--- src/rtl/fetch_unit.sv ---
// -----------------------------------------------------------------------------
// fetch_unit
//
// Producer side of the fetch/decode boundary. Owns the PC, issues one
// instruction-memory read at a time and presents each fetched word together
// with its PC+increment to the F/D register through a valid/ready handshake.
// Execute-stage redirects reload the PC and squash any in-flight fetch.
//
// Parameters:
//   ADDR_W    width of imem_addr (imem_addr = pc[ADDR_W-1:0])
//   RESET_PC  PC loaded on reset
//   PC_INC    PC increment per instruction (word-addressed memory)
//
// Ports:
//   clock            single clock, rising edge
//   reset            synchronous, active-high
//   imem_req         one-cycle read request pulse
//   imem_addr        read address, meaningful only while imem_req=1
//   imem_rvalid      read data valid, exactly one per request
//   imem_rdata       instruction word, sampled when imem_rvalid=1
//   out_valid        out_IR/out_PC_next hold an instruction for decode
//   fd_ready         decode accepts; transfer when out_valid & fd_ready
//   out_IR           fetched instruction
//   out_PC_next      fetch PC + PC_INC
//   redirect         branch/jump taken
//   redirect_target  new PC when redirect=1
//   fetch_count      instructions delivered   (FETCH_PERF_CNT_EN only)
//   squash_count     fetches discarded        (FETCH_PERF_CNT_EN only)
//
// Optional feature: define FETCH_PERF_CNT_EN to build the two performance
// counters. Without it both counter ports read 32'h0 and no flops are built.
// -----------------------------------------------------------------------------
module fetch_unit #(
  parameter int          ADDR_W   = 12,
  parameter logic [31:0] RESET_PC = 32'h0000_0000,
  parameter logic [31:0] PC_INC   = 32'd1
) (
  input  logic              clock,
  input  logic              reset,
  output logic              imem_req,
  output logic [ADDR_W-1:0] imem_addr,
  input  logic              imem_rvalid,
  input  logic [31:0]       imem_rdata,
  output logic              out_valid,
  input  logic              fd_ready,
  output logic [31:0]       out_IR,
  output logic [31:0]       out_PC_next,
  input  logic              redirect,
  input  logic [31:0]       redirect_target,
  output logic [31:0]       fetch_count,
  output logic [31:0]       squash_count
);

  // REQ : about to issue a read for pc_reg
  // WAIT: one read outstanding, waiting for imem_rvalid
  // HOLD: instruction presented to decode, waiting for fd_ready
  typedef enum logic [1:0] {
    ST_REQ  = 2'd0,
    ST_WAIT = 2'd1,
    ST_HOLD = 2'd2
  } state_t;

  state_t      state_reg, state_next;
  logic [31:0] pc_reg, pc_next;
  logic        squash_reg, squash_next;
  logic        out_valid_reg, out_valid_next;
  logic [31:0] out_ir_reg, out_ir_next;
  logic [31:0] out_pc_next_reg, out_pc_next_next;

  logic [31:0] pc_plus_inc;
  logic        req_issue;
  logic        transfer_done;   // instruction handed to decode this cycle
  logic        fetch_dropped;   // fetched instruction thrown away this cycle

  assign pc_plus_inc = pc_reg + PC_INC;   // wraps modulo 2^32

  // ---------------------------------------------------------------------------
  // Next-state / output logic
  // ---------------------------------------------------------------------------
  always_comb begin
    state_next       = state_reg;
    pc_next          = pc_reg;
    squash_next      = squash_reg;
    out_valid_next   = out_valid_reg;
    out_ir_next      = out_ir_reg;
    out_pc_next_next = out_pc_next_reg;
    req_issue        = 1'b0;
    transfer_done    = 1'b0;
    fetch_dropped    = 1'b0;

    case (state_reg)
      ST_REQ: begin
        // A redirect this cycle would make pc_reg stale, so hold the request
        // back and issue from the new target next cycle.
        if (!redirect) begin
          req_issue  = 1'b1;
          state_next = ST_WAIT;
        end
      end

      ST_WAIT: begin
        if (imem_rvalid) begin
          state_next  = ST_REQ;
          squash_next = 1'b0;
          if (squash_reg) begin
            // Response belongs to a fetch killed by an earlier redirect.
            fetch_dropped = 1'b1;
          end else if (!redirect) begin
            out_ir_next      = imem_rdata;
            out_pc_next_next = pc_plus_inc;
            pc_next          = pc_plus_inc;
            out_valid_next   = 1'b1;
            state_next       = ST_HOLD;
          end
          // rvalid together with a fresh redirect: data is simply not used.
        end else if (redirect) begin
          // Response still in flight; remember to discard it on arrival so
          // only one request is ever outstanding.
          squash_next = 1'b1;
        end
      end

      ST_HOLD: begin
        if (redirect) begin
          // Redirect wins over a simultaneous fd_ready: no transfer.
          fetch_dropped = 1'b1;
          state_next    = ST_REQ;
        end else if (fd_ready) begin
          transfer_done  = 1'b1;
          out_valid_next = 1'b0;
          state_next     = ST_REQ;
        end
      end

      default: begin
        state_next = ST_REQ;
      end
    endcase

    // Redirect overrides the PC and clears the presented instruction in
    // every state; out_IR/out_PC_next keep their stale values.
    if (redirect) begin
      pc_next        = redirect_target;
      out_valid_next = 1'b0;
    end
  end

  assign imem_req    = req_issue & ~reset;
  assign imem_addr   = pc_reg[ADDR_W-1:0];
  assign out_valid   = out_valid_reg;
  assign out_IR      = out_ir_reg;
  assign out_PC_next = out_pc_next_reg;

  // ---------------------------------------------------------------------------
  // State registers
  // ---------------------------------------------------------------------------
  always_ff @(posedge clock) begin
    if (reset) begin
      state_reg       <= ST_REQ;
      pc_reg          <= RESET_PC;
      squash_reg      <= 1'b0;
      out_valid_reg   <= 1'b0;
      out_ir_reg      <= 32'h0;
      out_pc_next_reg <= 32'h0;
    end else begin
      state_reg       <= state_next;
      pc_reg          <= pc_next;
      squash_reg      <= squash_next;
      out_valid_reg   <= out_valid_next;
      out_ir_reg      <= out_ir_next;
      out_pc_next_reg <= out_pc_next_next;
    end
  end

  // ---------------------------------------------------------------------------
  // Performance counters
  // ---------------------------------------------------------------------------
`ifdef FETCH_PERF_CNT_EN
  logic [31:0] fetch_count_reg;
  logic [31:0] squash_count_reg;

  always_ff @(posedge clock) begin
    if (reset) begin
      fetch_count_reg  <= 32'h0;
      squash_count_reg <= 32'h0;
    end else begin
      if (transfer_done) begin
        fetch_count_reg <= fetch_count_reg + 32'd1;
      end
      if (fetch_dropped) begin
        squash_count_reg <= squash_count_reg + 32'd1;
      end
    end
  end

  assign fetch_count  = fetch_count_reg;
  assign squash_count = squash_count_reg;
`else
  // Event strobes have no consumer in this build.
  logic unused_events;
  assign unused_events = transfer_done ^ fetch_dropped;

  assign fetch_count  = 32'h0;
  assign squash_count = 32'h0;
`endif

endmodule

--- config.mk ---
export PLATFORM = sky130hd
export DESIGN_NAME = fetch_unit
export DESIGN_NICKNAME = d
export VERILOG_FILES = /design/src/rtl/fetch_unit.sv
export SDC_FILE = /design/constraint.sdc
export NUM_CORES = 1
export LEC_CHECK = 0
export CORE_MARGIN = 3
export CORE_UTILIZATION = 40
export DETAILED_ROUTE_END_ITERATION = 10
export PLACE_DENSITY = 0.88
export SKIP_CTS_REPAIR_TIMING = 1
export SLEW_MARGIN = 25
export SYNTH_ARGS = -nofsm -noshare
export SYNTH_HDL_FRONTEND = slang
export SYNTH_SLANG_ARGS = --single-unit
--- constraint.sdc ---
create_clock -name clock -period 2.2 [get_ports clock]
set_clock_uncertainty 0.2 [all_clocks]
set_input_delay 0.22 -clock clock [delete_from_list [all_inputs] [get_ports clock]]
set_output_delay 0.22 -clock clock [all_outputs]
set_load 0.01 [all_outputs]
# --- Word-level counts from Yosys, hierarchy flattened ---
# Cells that the tools add are included.
word_totals:
  word_cells: 48
  ff_bits: 100
op_classes:
  n_addsub: 1
  mux: 19
  n_eq_ne: 8
  bitwise_logic: 4
  reduce_logical: 10
op_table:
  columns: ["cell", "count"]
  rows:
  - ["32-bit 2-to-1 mux", 4]
  - ["32-bit by 1-bit adder with 32-bit output, second input constant", 1]
  - ["2-bit 2-to-1 mux", 6]
  - ["2-bit inequality test, second input constant", 5]
  - ["4-bit AND reduction", 2]
  - ["1-bit 2-to-1 mux", 7]
  - ["2-bit case mux with 3 select lines", 1]
  - ["3-bit AND reduction", 2]
  - ["2-bit nonzero test", 3]
  - ["3-bit inequality test, second input constant", 1]
  - ["1-bit NOT", 3]
  - ["2-bit by 1-bit equality test with 1-bit output, second input constant", 1]
  - ["2-bit equality test, second input constant", 1]
  - ["2-bit zero test", 1]
  - ["1-bit case mux with 2 select lines", 1]
  - ["2-bit AND reduction", 1]
  - ["2-bit OR reduction", 1]
  - ["1-bit AND", 1]

# --- Depth between registers and ports, before layout ---
logic_depth:
  ltp_word: 5
  depth_mapped: 7
  depth_no_buf: 5

# --- Least setup slack after synthesis ---
# OpenSTA, ideal clock, no wires.
synth_timing:
  path_kind: "reg2reg"
  startpoint: "reg pc_reg[0]"
  endpoint: "reg out_pc_next_reg[24], in the netlist out_PC_next[24]"
  path_stages_with_launch: 8
  arrival_time_ps: 1969
  slack_ps: -60
  t_required_ps: 1909
  path_buffers: 2
  setup_time_ps: 91
  synth_period_minus_slack_ps: 2260
  path_cell_list: "dfxtp_1 > ha_1 > and3_1 > clkbuf_1 > nand2_1 > clkbuf_1 > or4_1 > a311oi_1"
synth_between:
  elab_chain_len: 1
synth_lines:
  columns: ["item", "line", "rtl"]
  rows:
  - ["from (decl)", "64", "logic [31:0] pc_reg, pc_next;"]
  - ["from (signal assigned)", "167", "pc_reg <= pc_next;"]
  - ["32-bit by 1-bit adder with 32-bit output", "75", "assign pc_plus_inc = pc_reg + PC_INC;"]
  - ["to (signal assigned)", "171", "out_pc_next_reg <= out_pc_next_next;"]
  - ["to (decl)", "68", "logic [31:0] out_pc_next_reg, out_pc_next_next;"]
# No other way between the ends.
# A chain may end at the register's enable or synchronous reset.

# --- Worst setup path in the final report ---
layout_timing:
  startpoint: "reg pc_reg[7]"
  endpoint: "reg out_pc_next_reg[29], in the netlist out_PC_next[29]"
# The elaborated chain is that of the path after synthesis.

==> results.yml <==
setup_path:
  cp-startpoint: "pc_reg[7]"
  r2r_end: "out_PC_next[29]"
  rr_worst_depth: 5
  crit_slowest_cell: "or4_4"
  cp.buffers_inverters: 1
  cp.depth: 5
  start_kind: "flop"
  slowest_delay_ns: 0.59
  cp_max_fo: 5
  criticalPathCategory: "flop to flop"
  r2r_setup_slack_ns: -0.005
  path_cells: "nand4_1 -> buf_6 -> or4_4 -> or4_1 -> a311oi_1"
  end_kind: "flop"
  crit-reg2reg-launch: "pc_reg[7]"
  critical_path_required_ns: 2.26
  crit_arrival_ns: 2.26
  critPathTopFamily: "simple AND/OR/NAND/NOR gates"
pwr:
  p_sw_frac: 0.256
  pwr-share-seq: 0.438
  p_comb_frac: 0.158
  ir_drop_v: 0.000334
  power.internal_mw: 3.37
  pwr-share-clk: 0.404
  p_leak_nw: 2.64
  power_mw: 4.53
  powerDensity_mw_per_mm2: 600
  power.switching_mw: 1.16
synthesis:
  synthCells: 674
  yosysTopAreaCell: "dfxtp_1"
  syn_area_mm2: 0.00535
  ys.warnings.count: 0
  avgSynthCellArea_um2: 7.93
  synth_enable_flop_cells: 0
  synth_seq_cells: 100
  async_flop_share: 0
  synthMostInstantiatedCell: "dfxtp_1"
  synth.top_cells.by_count: "100 x dfxtp_1, 95 x nand2_1, 76 x buf_4"
  synthDistinctLibCells: 50
  synth_top_area_frac: 0.374
  synth.area.top_cells: "dfxtp_1 37%, buf_4 11%, nand2_1 6.7%"
  synth_flop_cell: "dfxtp_1"
  yosysSeqAreaShare: 0.374
clock_tree:
  tritoncts: "yes"
  clkTransAtPathRegs_ns: 0.07
  cts_buffers: 9
  htreeDepth: 3
  cts.sinks: 100
  insertion_delay_ns: 0.35
  cts_root_buf: "clkbuf_16"
  cts_buffer_depth: 2
routing:
  detail-route-antenna-nets: 0
  firstDrtPassIters: 5
  wl_per_cell_um: 16.5
  via_count: 5391
  drc_errors: 0
  viasPerCell: 5.33
  first_iter_violations: 415
  wirelength_mm: 16.7
timing:
  final-hold-violation-count: 0
  rsz0062_at_grt: "yes"
  hold_ws_ns: 0.142
  period_minus_slack_ns: 2.20
  tightest_slew_ns: 0.500
  finalSetupViolations: 1
  finalCritPeriodShare: 1.00
  max_clock_freq_ghz: 0.454
  setup_ws_ns: -0.00496
  finalMaxSlewViolations: 0
  slew_headroom: 0.663
min_path:
  min_to: "state_reg[1]"
  min_path_cells: 4
  min_path_type: "input pin to flop"
  hp-start: "reset"
floorplanning:
  dieArea_mm2: 0.0148
  ioPinCount: 211
  initial_core_util: 0.417
  die_h_um: 122
  die_w_um: 122
  core-area_mm2: 0.0128
  rows: 41
global_routing:
  grt_max_degree: 101
  grt-ovfl-total: 0
  grt_util_all_layers: 0.206
  grt_pass1_vias: 4806
  antenna_found_initial: 0
  grt_pass1_wl_mm: 24.5
placed_design:
  io_buffers: 146
  place.detailed.hpwl_mm: 11.9
  place_inst: 990
  preCtsSetupSlack_ns: -0.242
  place.gp.congestion: 0.979
final_layout:
  final_layout_size_suffix_gt1_frac: 0.144
  syn2layout_area_growth_pct: 41.2
  nets: 905
  final_cells: 1011
  antenna-diode-count: 0
run_status:
  status: "finished, violations left"
  violations: "negative setup slack"
job:
  maxCapViolations: 0
metal layers:
| layer | GRT usage | up-vias | part of all wire |
|---|---|---|---|
| li1 | - | 2612 | - |
| met1 | 0.270 | 2465 | 0.40 |
| met2 | 0.333 | 270 | 0.49 |
| met3 | 0.0367 | 44 | 0.082 |
| met4 | 0.0875 | 0 | 0.029 |
| met5 | 0 | - | 0 |
kinds of logic (layout without fill, tap and decap cells):
kind of cell	Yosys count	in the layout	share of synthesized area
buf+inv	142	243	0.156
fa+ha+maj	1	1	0.00234
flops	100	100	0.374
other cells	1	64	0.000701
compound gates	141	141	0.181
xor+xnor	23	23	0.0377
simple gates	266	267	0.248
how the worst max path moves through the flow:
stage / end
floorplan: out_PC_next[24]
global placement: pc_reg[16]
detailed placement: pc_reg[29]
CTS: out_PC_next[24]
global route: out_PC_next[29]
finish: out_PC_next[29]
placed cells by master (no fill, tap or decap), types with 3 or more instances in the layout:
cell	Yosys	layout
or3_1	9	8
clkdlybuf4s50_1	0	145
a311oi_2	0	3
nand4_1	13	13
dfxtp_1	100	86
buf_12	0	5
nor2_1	58	57
xor2_1	8	8
buf_6	1	3
dfxtp_2	0	12
inv_1	14	14
buf_4	76	61
nor3_1	22	21
and4_1	14	14
nand2_1	95	94
or4_1	13	11
nor4_2	1	3
o21ai_0	10	10
clkbuf_16	0	9
and2_1	4	4
o31ai_1	13	13
a2111oi_0	8	5
bufinv_16	0	3
a211oi_1	31	31
xnor2_1	15	15
a21oi_1	45	45
nor4_1	12	10
o311a_1	3	3
a311oi_1	19	16
conb_1	1	64
or4_4	1	4
nand3_1	12	11
worst min-delay path: stages:
cell	delay (ns)
buf_4	0.10
or2_2	0.13
buf_4	0.15
a21oi_1	0.04
power by group through the flow:
| stage | Sequential [mW] | Combinational [mW] | Clock, mW |
|---|---|---|---|
| after floorplan | 2.02 | 0.411 | 0 |
| after global placement | 2.01 | 0.681 | 0 |
| after detailed placement | 2.02 | 0.691 | 0 |
| after CTS | 1.98 | 0.697 | 1.84 |
| after global routing | 1.99 | 0.775 | 1.91 |
| final | 1.98 | 0.717 | 1.83 |
stage by stage:
step	cell area, µm²	util	setup TNS, ns
CTS	7390	0.576	-0.483
global placement	7050	0.550	-3.05
floorplan	5620	-	0
global route	7550	0.589	-0.111
finish	7550	0.589	-0.00496
detailed placement	7050	0.550	-4.23
final cells by class:
cell class / instances / area [µm²]
tap: 172 / 215
clock buffer: 9 / 225
multi-input combinational: 496 / 2880
timing repair buffer: 214 / 2040
inverter: 14 / 52.6
clock inverter: 6 / 113
fill: 1123 / 5270
sequential: 100 / 2020
No activity file was read; power rests on OpenSTA's default activity.
